$ cat src/rtl/plus_pkg.sv
// Shared types and widths for the summing-module capture path.
package plus_pkg;

  localparam int ACC_W  = 40;
  localparam int CNT_W  = 8;
  localparam int PLUS_W = 32;

  localparam logic [PLUS_W-1:0] PLUS_EXPECT = 32'd15;

  typedef enum logic [2:0] {
    IDLE     = 3'd0,
    PULSE    = 3'd1,
    SETTLE_W = 3'd2,
    CAPTURE  = 3'd3,
    RESP     = 3'd4
  } state_t;

endpackage

$ cat src/rtl/plus_collector.sv
// Pulses the summing module a requested number of times, accumulates and
// checks each out_plus sample, and returns the total on a valid/ready channel.
//
// state    | meaning
// IDLE     | ready for a request
// PULSE    | io_start high for one cycle
// SETTLE_W | waiting SETTLE cycles for the upstream sum to settle
// CAPTURE  | add sample to acc, flag mismatch, count down remaining
// RESP     | response held until io_resp_ready
module plus_collector
  import plus_pkg::*;
#(
  parameter int unsigned       SETTLE = 0,
  parameter logic [PLUS_W-1:0] EXPECT = PLUS_EXPECT
) (
  input  logic              clk,
  input  logic              reset,
  input  logic              io_req_valid,
  output logic              io_req_ready,
  input  logic [CNT_W-1:0]  io_req_count,
  output logic              io_start,
  input  logic [PLUS_W-1:0] io_in_plus,
  output logic              io_resp_valid,
  input  logic              io_resp_ready,
  output logic [ACC_W-1:0]  io_resp_sum,
  output logic              io_resp_err
);

  // SETTLE is limited to 0..15 so it fits the 4-bit wait counter.
  localparam logic [3:0] SETTLE_L = 4'(SETTLE);

  state_t             state;
  state_t             state_nxt;
  logic [CNT_W-1:0]   remaining;
  logic [3:0]         wait_cnt;
  logic [ACC_W-1:0]   acc;
  logic               err;

  always_ff @(posedge clk) begin
    if (reset) begin
      state     <= IDLE;
      remaining <= '0;
      wait_cnt  <= '0;
      acc       <= '0;
      err       <= 1'b0;
    end else begin
      state <= state_nxt;
      case (state)
        IDLE: begin
          if (io_req_valid) begin
            remaining <= io_req_count;
            acc       <= '0;
            err       <= 1'b0;
          end
        end
        PULSE:    wait_cnt <= SETTLE_L;
        SETTLE_W: wait_cnt <= wait_cnt - 4'd1;
        CAPTURE: begin
          acc       <= acc + ACC_W'(io_in_plus);
          remaining <= remaining - CNT_W'(1);
          if (io_in_plus != EXPECT) err <= 1'b1;
        end
        default: ;
      endcase
    end
  end

  always_comb begin
    state_nxt = state;
    unique case (state)
      IDLE:     if (io_req_valid) state_nxt = (io_req_count == '0) ? RESP : PULSE;
      PULSE:    state_nxt = (SETTLE_L != 4'd0) ? SETTLE_W : CAPTURE;
      SETTLE_W: if (wait_cnt == 4'd1) state_nxt = CAPTURE;
      CAPTURE:  state_nxt = (remaining == CNT_W'(1)) ? RESP : PULSE;
      RESP:     if (io_resp_ready) state_nxt = IDLE;
      default:  state_nxt = IDLE;
    endcase
  end

  // Every output is a pure decode of registered state.
  assign io_req_ready  = (state == IDLE);
  assign io_start      = (state == PULSE);
  assign io_resp_valid = (state == RESP);
  assign io_resp_sum   = (state == RESP) ? acc : '0;
  assign io_resp_err   = (state == RESP) ? err : 1'b0;

endmodule

$ cat config.mk
export PLATFORM = sky130hd
export DESIGN_NAME = plus_collector
export DESIGN_NICKNAME = d
export VERILOG_FILES = /design/src/rtl/plus_pkg.sv /design/src/rtl/plus_collector.sv
export SDC_FILE = /design/constraint.sdc
export NUM_CORES = 1
export LEC_CHECK = 0
export ABC_CLOCK_PERIOD_IN_PS = 4500
export CAP_MARGIN = 10
export CORE_ASPECT_RATIO = 0.75
export CORE_MARGIN = 3
export CORE_UTILIZATION = 45
export CTS_BUF_LIST = sky130_fd_sc_hd__clkbuf_4 sky130_fd_sc_hd__clkbuf_8
export CTS_CLUSTER_SIZE = 12
export DETAILED_ROUTE_END_ITERATION = 6
export GPL_TIMING_DRIVEN = 0
export HOLD_SLACK_MARGIN = 0.02
export MAX_ROUTING_LAYER = met4
export PLACE_DENSITY = 0.71
export SYNTH_ARGS = -nofsm -noshare
export SYNTH_HDL_FRONTEND = slang
export SYNTH_SLANG_ARGS = --single-unit
$ cat constraint.sdc
create_clock -name clk -period 4.5 [get_ports clk]
set_input_delay 1.125 -clock clk [delete_from_list [all_inputs] [get_ports clk]]
set_output_delay 1.125 -clock clk [all_outputs]
set_load 0.005 [all_outputs]
# Word level (Yosys, flattened, before mapping)
# Cells that the tools add are included.
# word_totals
ff_bits,56
word_cells,42
# op_classes
mux,16
reduce_logical,7
eq_ne,11
addsub,3
# op_table
op,count
two-way mux 40 bit,2
one-hot mux 40 bit (2 select lines),1
adder 40 x 32 -> 40 bit,1
inequality test 32 x 4 -> 1 bit (second input constant),1
one-hot mux 8 bit (2 select lines),1
two-way mux 3 bit,5
one-hot mux 3 bit (5 select lines),1
== test 8 x 1 -> 1 bit (second input constant),1
logical NOT 8 bit,1
two-way mux 8 bit,1
one-hot mux 4 bit (2 select lines),1
subtractor 8 x 1 -> 8 bit (second input constant),1
== test 3 x 2 -> 1 bit (second input constant),2
inequality test 2 bit (second input constant),3
AND reduction 3 bit,2
== test 4 x 1 -> 1 bit (second input constant),1
nonzero test 2 bit,2
subtractor 4 x 1 -> 4 bit (second input constant),1
== test 3 x 1 -> 1 bit (second input constant),1
== test 3 bit (second input constant),1
logical NOT 3 bit,1
two-way mux 1 bit,3
inequality test 2 x 1 -> 1 bit (second input constant),1
one-hot mux 1 bit (2 select lines),1
AND reduction 2 bit,1

# Depth between registers and ports, before layout
# Gate-level depths: netlist of run 1.
# logic_depth
ltp_word,4
mapped_depth,10
depth_no_buf,10

# Worst setup path after synthesis of run 1
# No wires, ideal clock.
# synth_path
path_kind,input to register
startpoint,input io_in_plus[0]
endpoint,register acc[36]
t_arrival_ns,3.392
path_slack_ns,1.043
cell_stages,10
t_required_ns,4.435
path_buffers,0
cell_sequence,ha_1 -> fa_1 -> a211oi_1 -> o21a_1 -> nor4b_4 -> o31ai_1 -> a211oi_1 -> o21ai_0 -> mux2_2 -> nor2_1
# synth_between
elab_chain_len,2
# synth_lines
element,line_no,rtl
from (decl),plus_collector.sv:22,"input logic [PLUS_W-1:0] io_in_plus,"
adder 40 x 32 -> 40 bit,plus_collector.sv:59,acc <= acc + ACC_W'(io_in_plus);
one-hot mux 40 bit (2 select lines),plus_collector.sv:48,case (state)
to (signal assigned),plus_collector.sv:59,
to (decl),plus_collector.sv:36,logic [ACC_W-1:0] acc;
# No other way between the ends.
# A chain may end at the register's enable or synchronous reset.

# Worst setup path in the final report of run 1
# layout_path
startpoint,input io_in_plus[0]
endpoint,register acc[38]
# Same word-level chain as after synthesis.

==> results of run 1 <==
state kept, by name (all words and copies together), names as in the netlist:
signal / cells
state: 3
remaining: 8
wait_cnt: 4
acc: 40
err: 1
worst reg2reg max path, stage by stage, from the launching register on:
cell and delay (ns):
sky130_fd_sc_hd__dfxtp_1 0.35, sky130_fd_sc_hd__ha_1 0.23, sky130_fd_sc_hd__fa_1 0.44, sky130_fd_sc_hd__a211oi_1 0.29, sky130_fd_sc_hd__o21a_1 0.25, sky130_fd_sc_hd__nor4b_4 0.08, sky130_fd_sc_hd__o31ai_1 0.52, sky130_fd_sc_hd__a211oi_1 0.26
sky130_fd_sc_hd__o21ai_0 0.23, sky130_fd_sc_hd__mux2_2 0.35, sky130_fd_sc_hd__nor2_1 0.08
cells in the mapped netlist (all sizes together), types with 2 or more instances:
library cell	instances	area, um^2
a211oi	8	65.1
a21boi	5	37.5
a21o	10	76.3
a21oi	61	313
a221oi	2	17.5
a22o	17	149
a22oi	10	75.1
a31oi	2	12.5
a32oi	3	26.3
a41oi	2	17.5
and3	44	275
buf	5	23.8
clkbuf	27	101
dfxtp	56	1120
ha	36	450
inv	14	52.6
mux2	2	22.5
nand2	51	191
nand2b	2	12.5
nand3	10	50.1
nand4	9	56.3
nand4b	2	17.5
nor2	43	161
nor2b	6	37.5
nor3	13	65.1
nor4	12	75.1
nor4b	2	32.5
o211ai	10	75.1
o21a	5	37.5
o21ai	34	189
o21bai	6	45.0
o31ai	3	22.5
or3	8	50.1
or3b	2	20.0
xnor2	18	158
xor2	9	78.8
through the flow:
step                      hold slack, ns  std cells  utilization  power, mW  area [um^2]
after floorplan                    0.427        567            -      0.882         4400
after global placement             0.440        781        0.584       1.03         5420
after detailed placement           0.444        781        0.584       1.04         5420
after CTS                          0.460        789        0.597       1.40         5530
after global routing               0.476        789        0.597       1.49         5530
final                              0.460        789        0.597       1.40         5530
per-layer routing:
metal / vias up / GRT usage / wire, um
met5: - / - / 0
met4: 0 / 0.0524 / 140
met3: 10 / 0.0376 / 784
met2: 155 / 0.375 / 5850
met1: 2189 / 0.361 / 6760
li1: 2310 / - / -
area by class of cell:
| class | instances | share of cell area |
|---|---|---|
| plain buffers | 32 | 0.0226 |
| clock buffers | 6 | 0.0138 |
| clock inverters | 2 | 0.00701 |
| inverters | 14 | 0.00950 |
| multi-input cells | 465 | 0.560 |
| flip-flops and latches | 56 | 0.203 |
| well taps | 128 | 0.0289 |
| repair buffers | 86 | 0.156 |
cells by family (layout without fill, tap and decap cells):
| kind of cell | Yosys count | count (layout) | synth area share |
|---|---|---|---|
| buf+inv | 46 | 140 | 0.0404 |
| simple gates | 210 | 210 | 0.248 |
| flops | 56 | 56 | 0.255 |
| mux | 3 | 3 | 0.00740 |
| fa+ha+maj | 37 | 37 | 0.107 |
| xor+xnor | 27 | 27 | 0.0538 |
| compound gates | 188 | 188 | 0.289 |
power breakdown:
part	internal (mW)	switching, mW	leakage [nW]
sequential	0.530	0.0310	0.454
clock	0.175	0.189	0.0592
combinational	0.188	0.289	1.74
worst max-delay path by stage:
stage	start	endpoint	slack [ns]	cells past startpoint
after floorplan	io_in_plus[0]	acc[36]	1.04	10
after global placement	io_in_plus[0]	acc[38]	0.19	11
after detailed placement	io_in_plus[0]	acc[38]	0.17	11
after CTS	io_in_plus[0]	acc[38]	0.50	11
after global routing	io_in_plus[0]	acc[38]	0.26	11
final	io_in_plus[0]	acc[38]	0.45	11
==> metrics.txt, run 1 <==
# TYPE chip_impl_metric gauge
chip_impl_metric{name="final.period_utilization",unit=""} 0.900
chip_impl_metric{name="area_enclosed_by_the_die_boundary",unit="um^2"} 11000
chip_impl_metric{name="postCtsHoldBufs",unit=""} 0
chip_impl_metric{name="die_width",unit="um"} 120
chip_impl_metric{name="critPathMaxStageDelay",unit="ns"} 0.52
chip_impl_info{name="criticalPathCategory",value="in2reg"} 1
chip_impl_info{name="critical_path.cell_chain",value="clkdlybuf4s50_1, ha_1, fa_1, a211oi_1, o21a_1, nor4b_4, o31ai_1, a211oi_1, o21ai_0, mux2_2, nor2_1"} 1
chip_impl_metric{name="antenna_violating_nets_post_route",unit=""} 0
chip_impl_metric{name="tightestPinTransition",unit="ns"} 0.827
chip_impl_metric{name="instance_count_along_the_most_critical_hold_path",unit=""} 2
chip_impl_metric{name="finalWeightedCongestion",unit=""} 0.919
chip_impl_metric{name="slew_viol_final",unit=""} 0
chip_impl_metric{name="seq_area_frac_synth",unit=""} 0.255
chip_impl_metric{name="report.final.hold_viol_count",unit=""} 0
chip_impl_metric{name="netlist_area_before_placement",unit="um^2"} 4400
chip_impl_metric{name="post_dp_hpwl",unit="um"} 10500
chip_impl_metric{name="worst_slew_margin_rel",unit=""} 0.446
chip_impl_metric{name="post_synth.cell_area_avg",unit="um^2"} 7.76
chip_impl_info{name="hold_path_end",value="err"} 1
chip_impl_metric{name="post_cts_resize_count",unit=""} 0
chip_impl_metric{name="setup_viol",unit=""} 0
chip_impl_metric{name="seq_area",unit="um^2"} 1120
chip_impl_info{name="cts.root.buffer_cell",value="sky130_fd_sc_hd__clkbuf_8"} 1
chip_impl_metric{name="htree_levels",unit=""} 2
chip_impl_metric{name="route.vias.total",unit=""} 4664
chip_impl_metric{name="path_clk_slew",unit="ns"} 0.11
chip_impl_metric{name="drt-initial-drc-count",unit=""} 386
chip_impl_metric{name="number_of_register_bits_inferred_by_synthesis",unit=""} 56
chip_impl_metric{name="fp.coreArea",unit="um^2"} 9270
chip_impl_metric{name="detailedRoute.firstPassIterationCount",unit=""} 5
chip_impl_metric{name="synth.distinct_cells",unit=""} 63
chip_impl_info{name="critPathLaunchType",value="input pin"} 1
chip_impl_info{name="synth_flop_cell",value="sky130_fd_sc_hd__dfxtp_1"} 1
chip_impl_metric{name="multi_input_comb_area",unit="um^2"} 3100
chip_impl_metric{name="numCtsBuffers",unit=""} 5
chip_impl_metric{name="worst-path-buf-inv",unit=""} 1
chip_impl_metric{name="grt_start_max_net_pins",unit=""} 18
chip_impl_metric{name="min_period",unit="ns"} 4.05
chip_impl_metric{name="first_pass_grt_wire_length",unit="um"} 21900
chip_impl_metric{name="p_per_area",unit="nW/um^2"} 253
chip_impl_info{name="hold_class",value="reg2reg"} 1
chip_impl_metric{name="synthesis.instances",unit=""} 567
chip_impl_metric{name="initial_antenna_violation_count",unit=""} 0
chip_impl_metric{name="design.final.nets",unit=""} 741
chip_impl_metric{name="grt_usage",unit=""} 0.251
chip_impl_metric{name="drt-wirelength-per-cell",unit="um"} 17.2
chip_impl_info{name="critical-path-slowest-cell",value="sky130_fd_sc_hd__o31ai_1"} 1
chip_impl_metric{name="chipHeight",unit="um"} 91.6
chip_impl_metric{name="async_flop_share",unit=""} 0
chip_impl_metric{name="start_util",unit=""} 0.474
chip_impl_metric{name="synthesis.nets",unit=""} 648
chip_impl_info{name="cp_top_family",value="compound AO/OA/AOI/OAI gates"} 1
chip_impl_metric{name="drt-total-wl",unit="um"} 13500
chip_impl_metric{name="vdd.ir_drop.worst",unit="mV"} 0.117
chip_impl_metric{name="port-buffer-count",unit=""} 86
chip_impl_metric{name="clock_sink_count",unit=""} 56
chip_impl_metric{name="grt_remaining_overflow",unit=""} 0
chip_impl_info{name="crit_top_cell",value="sky130_fd_sc_hd__a211oi_1"} 1
chip_impl_metric{name="setup-tns-final",unit="ns"} 0
chip_impl_metric{name="finalWorstSetupSlack",unit="ns"} 0.448
chip_impl_metric{name="fmax",unit="MHz"} 247
chip_impl_metric{name="worst_reg_to_reg_cells",unit=""} 10
chip_impl_info{name="end_kind",value="flip-flop"} 1
chip_impl_metric{name="timing.critical_path.required",unit="ns"} 4.77
chip_impl_metric{name="timing.clock.skew",unit="ns"} 0.00782
chip_impl_metric{name="post-cts-setup-buffer-count",unit=""} 0
chip_impl_metric{name="diodes",unit=""} 0
chip_impl_metric{name="yosys_warnings",unit=""} 0
chip_impl_info{name="most-common-layout-cells",value="86 x sky130_fd_sc_hd__clkdlybuf4s50_1, 59 x sky130_fd_sc_hd__a21oi_1, 56 x sky130_fd_sc_hd__dfxtp_1"} 1
chip_impl_metric{name="worst_skew_pair.late_latency",unit="ns"} 0.33
chip_impl_metric{name="drv_cap",unit=""} 0
chip_impl_info{name="status",value="complete, no violations"} 1
chip_impl_metric{name="setup.reg_to_reg.worst_slack",unit="ns"} 1.37
chip_impl_info{name="rsz0062_at_grt",value="false"} 1
chip_impl_metric{name="place_worst_setup_slack",unit="ns"} 0.175
chip_impl_metric{name="drc",unit=""} 0
chip_impl_metric{name="cts.path.max_buffers",unit=""} 2
chip_impl_metric{name="num_io_pins",unit=""} 88
chip_impl_metric{name="critical_path.max_fanout",unit=""} 4
chip_impl_metric{name="crit_arrival",unit="ns"} 4.32
chip_impl_metric{name="p_leak",unit="nW"} 2.26
chip_impl_info{name="r2r-start",value="acc[0]"} 1
chip_impl_metric{name="avg_vias_per_cell",unit=""} 5.91
chip_impl_info{name="layout_commonest_cell",value="sky130_fd_sc_hd__clkdlybuf4s50_1"} 1
chip_impl_metric{name="fillerInstances",unit=""} 910
chip_impl_metric{name="synthToLayoutAreaGrowth",unit="%"} 25.8
chip_impl_metric{name="synth_edf_count",unit=""} 0
chip_impl_metric{name="number_of_global_route_vias_before_repair",unit=""} 4373
chip_impl_info{name="tritoncts",value="yes"} 1
chip_impl_metric{name="row_count",unit=""} 30
chip_impl_info{name="min_from",value="err"} 1
chip_impl_metric{name="final_layout_size_suffix_gt1_frac",unit=""} 0.0424
chip_impl_info{name="crit-reg2reg-capture",value="acc[38]"} 1
Note: power is estimated with default switching activity, not from simulation.
==> inputs of run 2 (changes only) <==
- CORE_MARGIN: 3 -> 4
==> metrics.txt, run 2 (synthesis results as in run 1) <==
# TYPE chip_impl_metric gauge
chip_impl_metric{name="vdd.ir_drop.worst",unit="mV"} 0.108
chip_impl_metric{name="largest_register_ff_count",unit=""} 40
chip_impl_metric{name="grt_remaining_overflow",unit=""} 0
chip_impl_metric{name="report.final.hold_viol_count",unit=""} 0
chip_impl_metric{name="finalWorstSetupSlack",unit="ns"} 0.484
chip_impl_metric{name="drt-wirelength-per-cell",unit="um"} 17.2
chip_impl_metric{name="drv_cap",unit=""} 0
chip_impl_metric{name="synthToLayoutAreaGrowth",unit="%"} 25.3
chip_impl_metric{name="worst_skew_pair.late_latency",unit="ns"} 0.33
chip_impl_metric{name="port-buffer-count",unit=""} 86
chip_impl_info{name="rsz0062_at_grt",value="false"} 1
chip_impl_metric{name="die_width",unit="um"} 122
chip_impl_metric{name="final_core_util",unit=""} 0.594
chip_impl_metric{name="final_layout_size_suffix_gt1_frac",unit=""} 0.0424
chip_impl_metric{name="final.period_utilization",unit=""} 0.892
chip_impl_metric{name="diodes",unit=""} 0
chip_impl_metric{name="design.final.nets",unit=""} 741
chip_impl_metric{name="timing.critical_path.required",unit="ns"} 4.77
chip_impl_info{name="tritoncts",value="yes"} 1
chip_impl_metric{name="placed_cell_area",unit="um^2"} 5420
chip_impl_metric{name="setup-tns-final",unit="ns"} 0
chip_impl_metric{name="avg_vias_per_cell",unit=""} 5.99
chip_impl_info{name="largestRegisters",value="acc: 40 flops, remaining: 8 flops, wait_cnt: 4 flops"} 1
chip_impl_metric{name="num_io_pins",unit=""} 88
chip_impl_metric{name="overall_power_after_layout",unit="mW"} 1.34
chip_impl_metric{name="setup_viol",unit=""} 0
chip_impl_info{name="max_flop_register",value="acc"} 1
chip_impl_metric{name="timing.clock.skew",unit="ns"} 0.0132
chip_impl_metric{name="drc",unit=""} 0
chip_impl_metric{name="drt-initial-drc-count",unit=""} 424
chip_impl_metric{name="numCtsBuffers",unit=""} 5
chip_impl_metric{name="row_count",unit=""} 30
chip_impl_metric{name="place_worst_setup_slack",unit="ns"} 0.146
chip_impl_metric{name="detailedRoute.firstPassIterationCount",unit=""} 5
chip_impl_info{name="critPathLaunchType",value="input pin"} 1
chip_impl_metric{name="chipHeight",unit="um"} 93.6
chip_impl_metric{name="fmax",unit="MHz"} 249
chip_impl_metric{name="route.vias.total",unit=""} 4724
chip_impl_metric{name="antenna_violating_nets_post_route",unit=""} 0
chip_impl_info{name="hold_class",value="reg2reg"} 1
chip_impl_info{name="criticalPathCategory",value="in2reg"} 1
chip_impl_metric{name="p_leak",unit="nW"} 2.25
chip_impl_metric{name="htree_levels",unit=""} 2
chip_impl_metric{name="path_clk_slew",unit="ns"} 0.11
chip_impl_metric{name="grt_usage",unit=""} 0.243
chip_impl_metric{name="critical_path.max_fanout",unit=""} 4
chip_impl_metric{name="start_util",unit=""} 0.474
chip_impl_metric{name="postCtsHoldBufs",unit=""} 0
chip_impl_info{name="cts.root.buffer_cell",value="sky130_fd_sc_hd__clkbuf_8"} 1
chip_impl_metric{name="drt-total-wl",unit="um"} 13600
chip_impl_metric{name="post-cts-setup-buffer-count",unit=""} 0
chip_impl_metric{name="first_pass_grt_wire_length",unit="um"} 22000
chip_impl_metric{name="stdcell_count",unit=""} 789
chip_impl_metric{name="min_period",unit="ns"} 4.02
chip_impl_metric{name="initial_antenna_violation_count",unit=""} 0
chip_impl_info{name="end_kind",value="flip-flop"} 1
chip_impl_metric{name="finalWeightedCongestion",unit=""} 0.956
chip_impl_metric{name="crit_arrival",unit="ns"} 4.28
chip_impl_metric{name="post_cts_resize_count",unit=""} 0
chip_impl_metric{name="p_per_area",unit="nW/um^2"} 243
chip_impl_info{name="layout_commonest_cell",value="sky130_fd_sc_hd__clkdlybuf4s50_1"} 1
chip_impl_metric{name="fin_area",unit="um^2"} 5510
chip_impl_metric{name="fp.coreArea",unit="um^2"} 9270
chip_impl_metric{name="worst_hold_slack",unit="ns"} 0.457
chip_impl_metric{name="worst_slew_margin_rel",unit=""} 0.444
chip_impl_metric{name="placed_cells_incl_taps",unit=""} 781
chip_impl_info{name="status",value="complete, no violations"} 1
chip_impl_metric{name="cts.path.max_buffers",unit=""} 2
chip_impl_metric{name="clock_sink_count",unit=""} 56
chip_impl_metric{name="grt_start_max_net_pins",unit=""} 19
chip_impl_info{name="most-common-layout-cells",value="86 x sky130_fd_sc_hd__clkdlybuf4s50_1, 59 x sky130_fd_sc_hd__a21oi_1, 56 x sky130_fd_sc_hd__dfxtp_1"} 1
chip_impl_metric{name="post_dp_hpwl",unit="um"} 10700
chip_impl_metric{name="area_enclosed_by_the_die_boundary",unit="um^2"} 11400
chip_impl_metric{name="number_of_global_route_vias_before_repair",unit=""} 4445
chip_impl_metric{name="tightestPinTransition",unit="ns"} 0.830
chip_impl_metric{name="slew_viol_final",unit=""} 0
[run 2: changes by cell type in the layout (fill, tap and decap cells not counted)]
| cell | change |
|---|---|
| sky130_fd_sc_hd__clkbuf_4 | -1 |
| sky130_fd_sc_hd__bufinv_16 | -1 |
| sky130_fd_sc_hd__clkinv_2 | +1 |
| sky130_fd_sc_hd__clkinv_4 | +1 |
[run 2: path summary, 6_finish.rpt]
| check | cells past startpoint | endpoint | slack [ns] | start |
|---|---|---|---|---|
| worst max register to register | 10 | acc[38] | 1.42 | acc[0] |
| worst min register to register | 2 | err | 0.46 | err |
| worst min-delay path | 2 | err | 0.46 | err |
| worst max-delay path | 11 | acc[38] | 0.48 | io_in_plus[0] |
[run 2: power by group]
group	internal, mW	switching [mW]
Clock	0.112	0.187
Combinational	0.188	0.288
Sequential	0.530	0.0305
Total	0.831	0.506
[run 2: area by class of cell]
| class | count | area (um^2) |
|---|---|---|
| clock inverter | 3 | 22.5 |
| timing repair buffer | 86 | 861 |
| inverter | 14 | 52.6 |
| multi-input combinational | 465 | 3100 |
| clock buffer | 5 | 68.8 |
| tap | 128 | 160 |
| sequential | 56 | 1120 |
| fill | 904 | 3760 |
| buffer | 32 | 125 |
[run 2: worst max-delay path: stages]
cell and delay, ns:
sky130_fd_sc_hd__clkdlybuf4s50_1 0.44, sky130_fd_sc_hd__ha_1 0.26, sky130_fd_sc_hd__fa_1 0.44, sky130_fd_sc_hd__a211oi_1 0.31
sky130_fd_sc_hd__o21a_1 0.26, sky130_fd_sc_hd__nor4b_4 0.08, sky130_fd_sc_hd__o31ai_1 0.49, sky130_fd_sc_hd__a211oi_1 0.23
sky130_fd_sc_hd__o21ai_0 0.23, sky130_fd_sc_hd__mux2_2 0.35, sky130_fd_sc_hd__nor2_1 0.08
[run 2: layer usage]
metal | vias to the layer above | GRT usage | share of wire | wire [um]
met3 | 13 | 0.0326 | 0.063 | 856
met4 | 0 | 0.0485 | 0.0094 | 127
met5 | - | - | 0 | 0
met2 | 159 | 0.373 | 0.44 | 6020
li1 | 2320 | - | - | -
met1 | 2232 | 0.344 | 0.48 | 6560
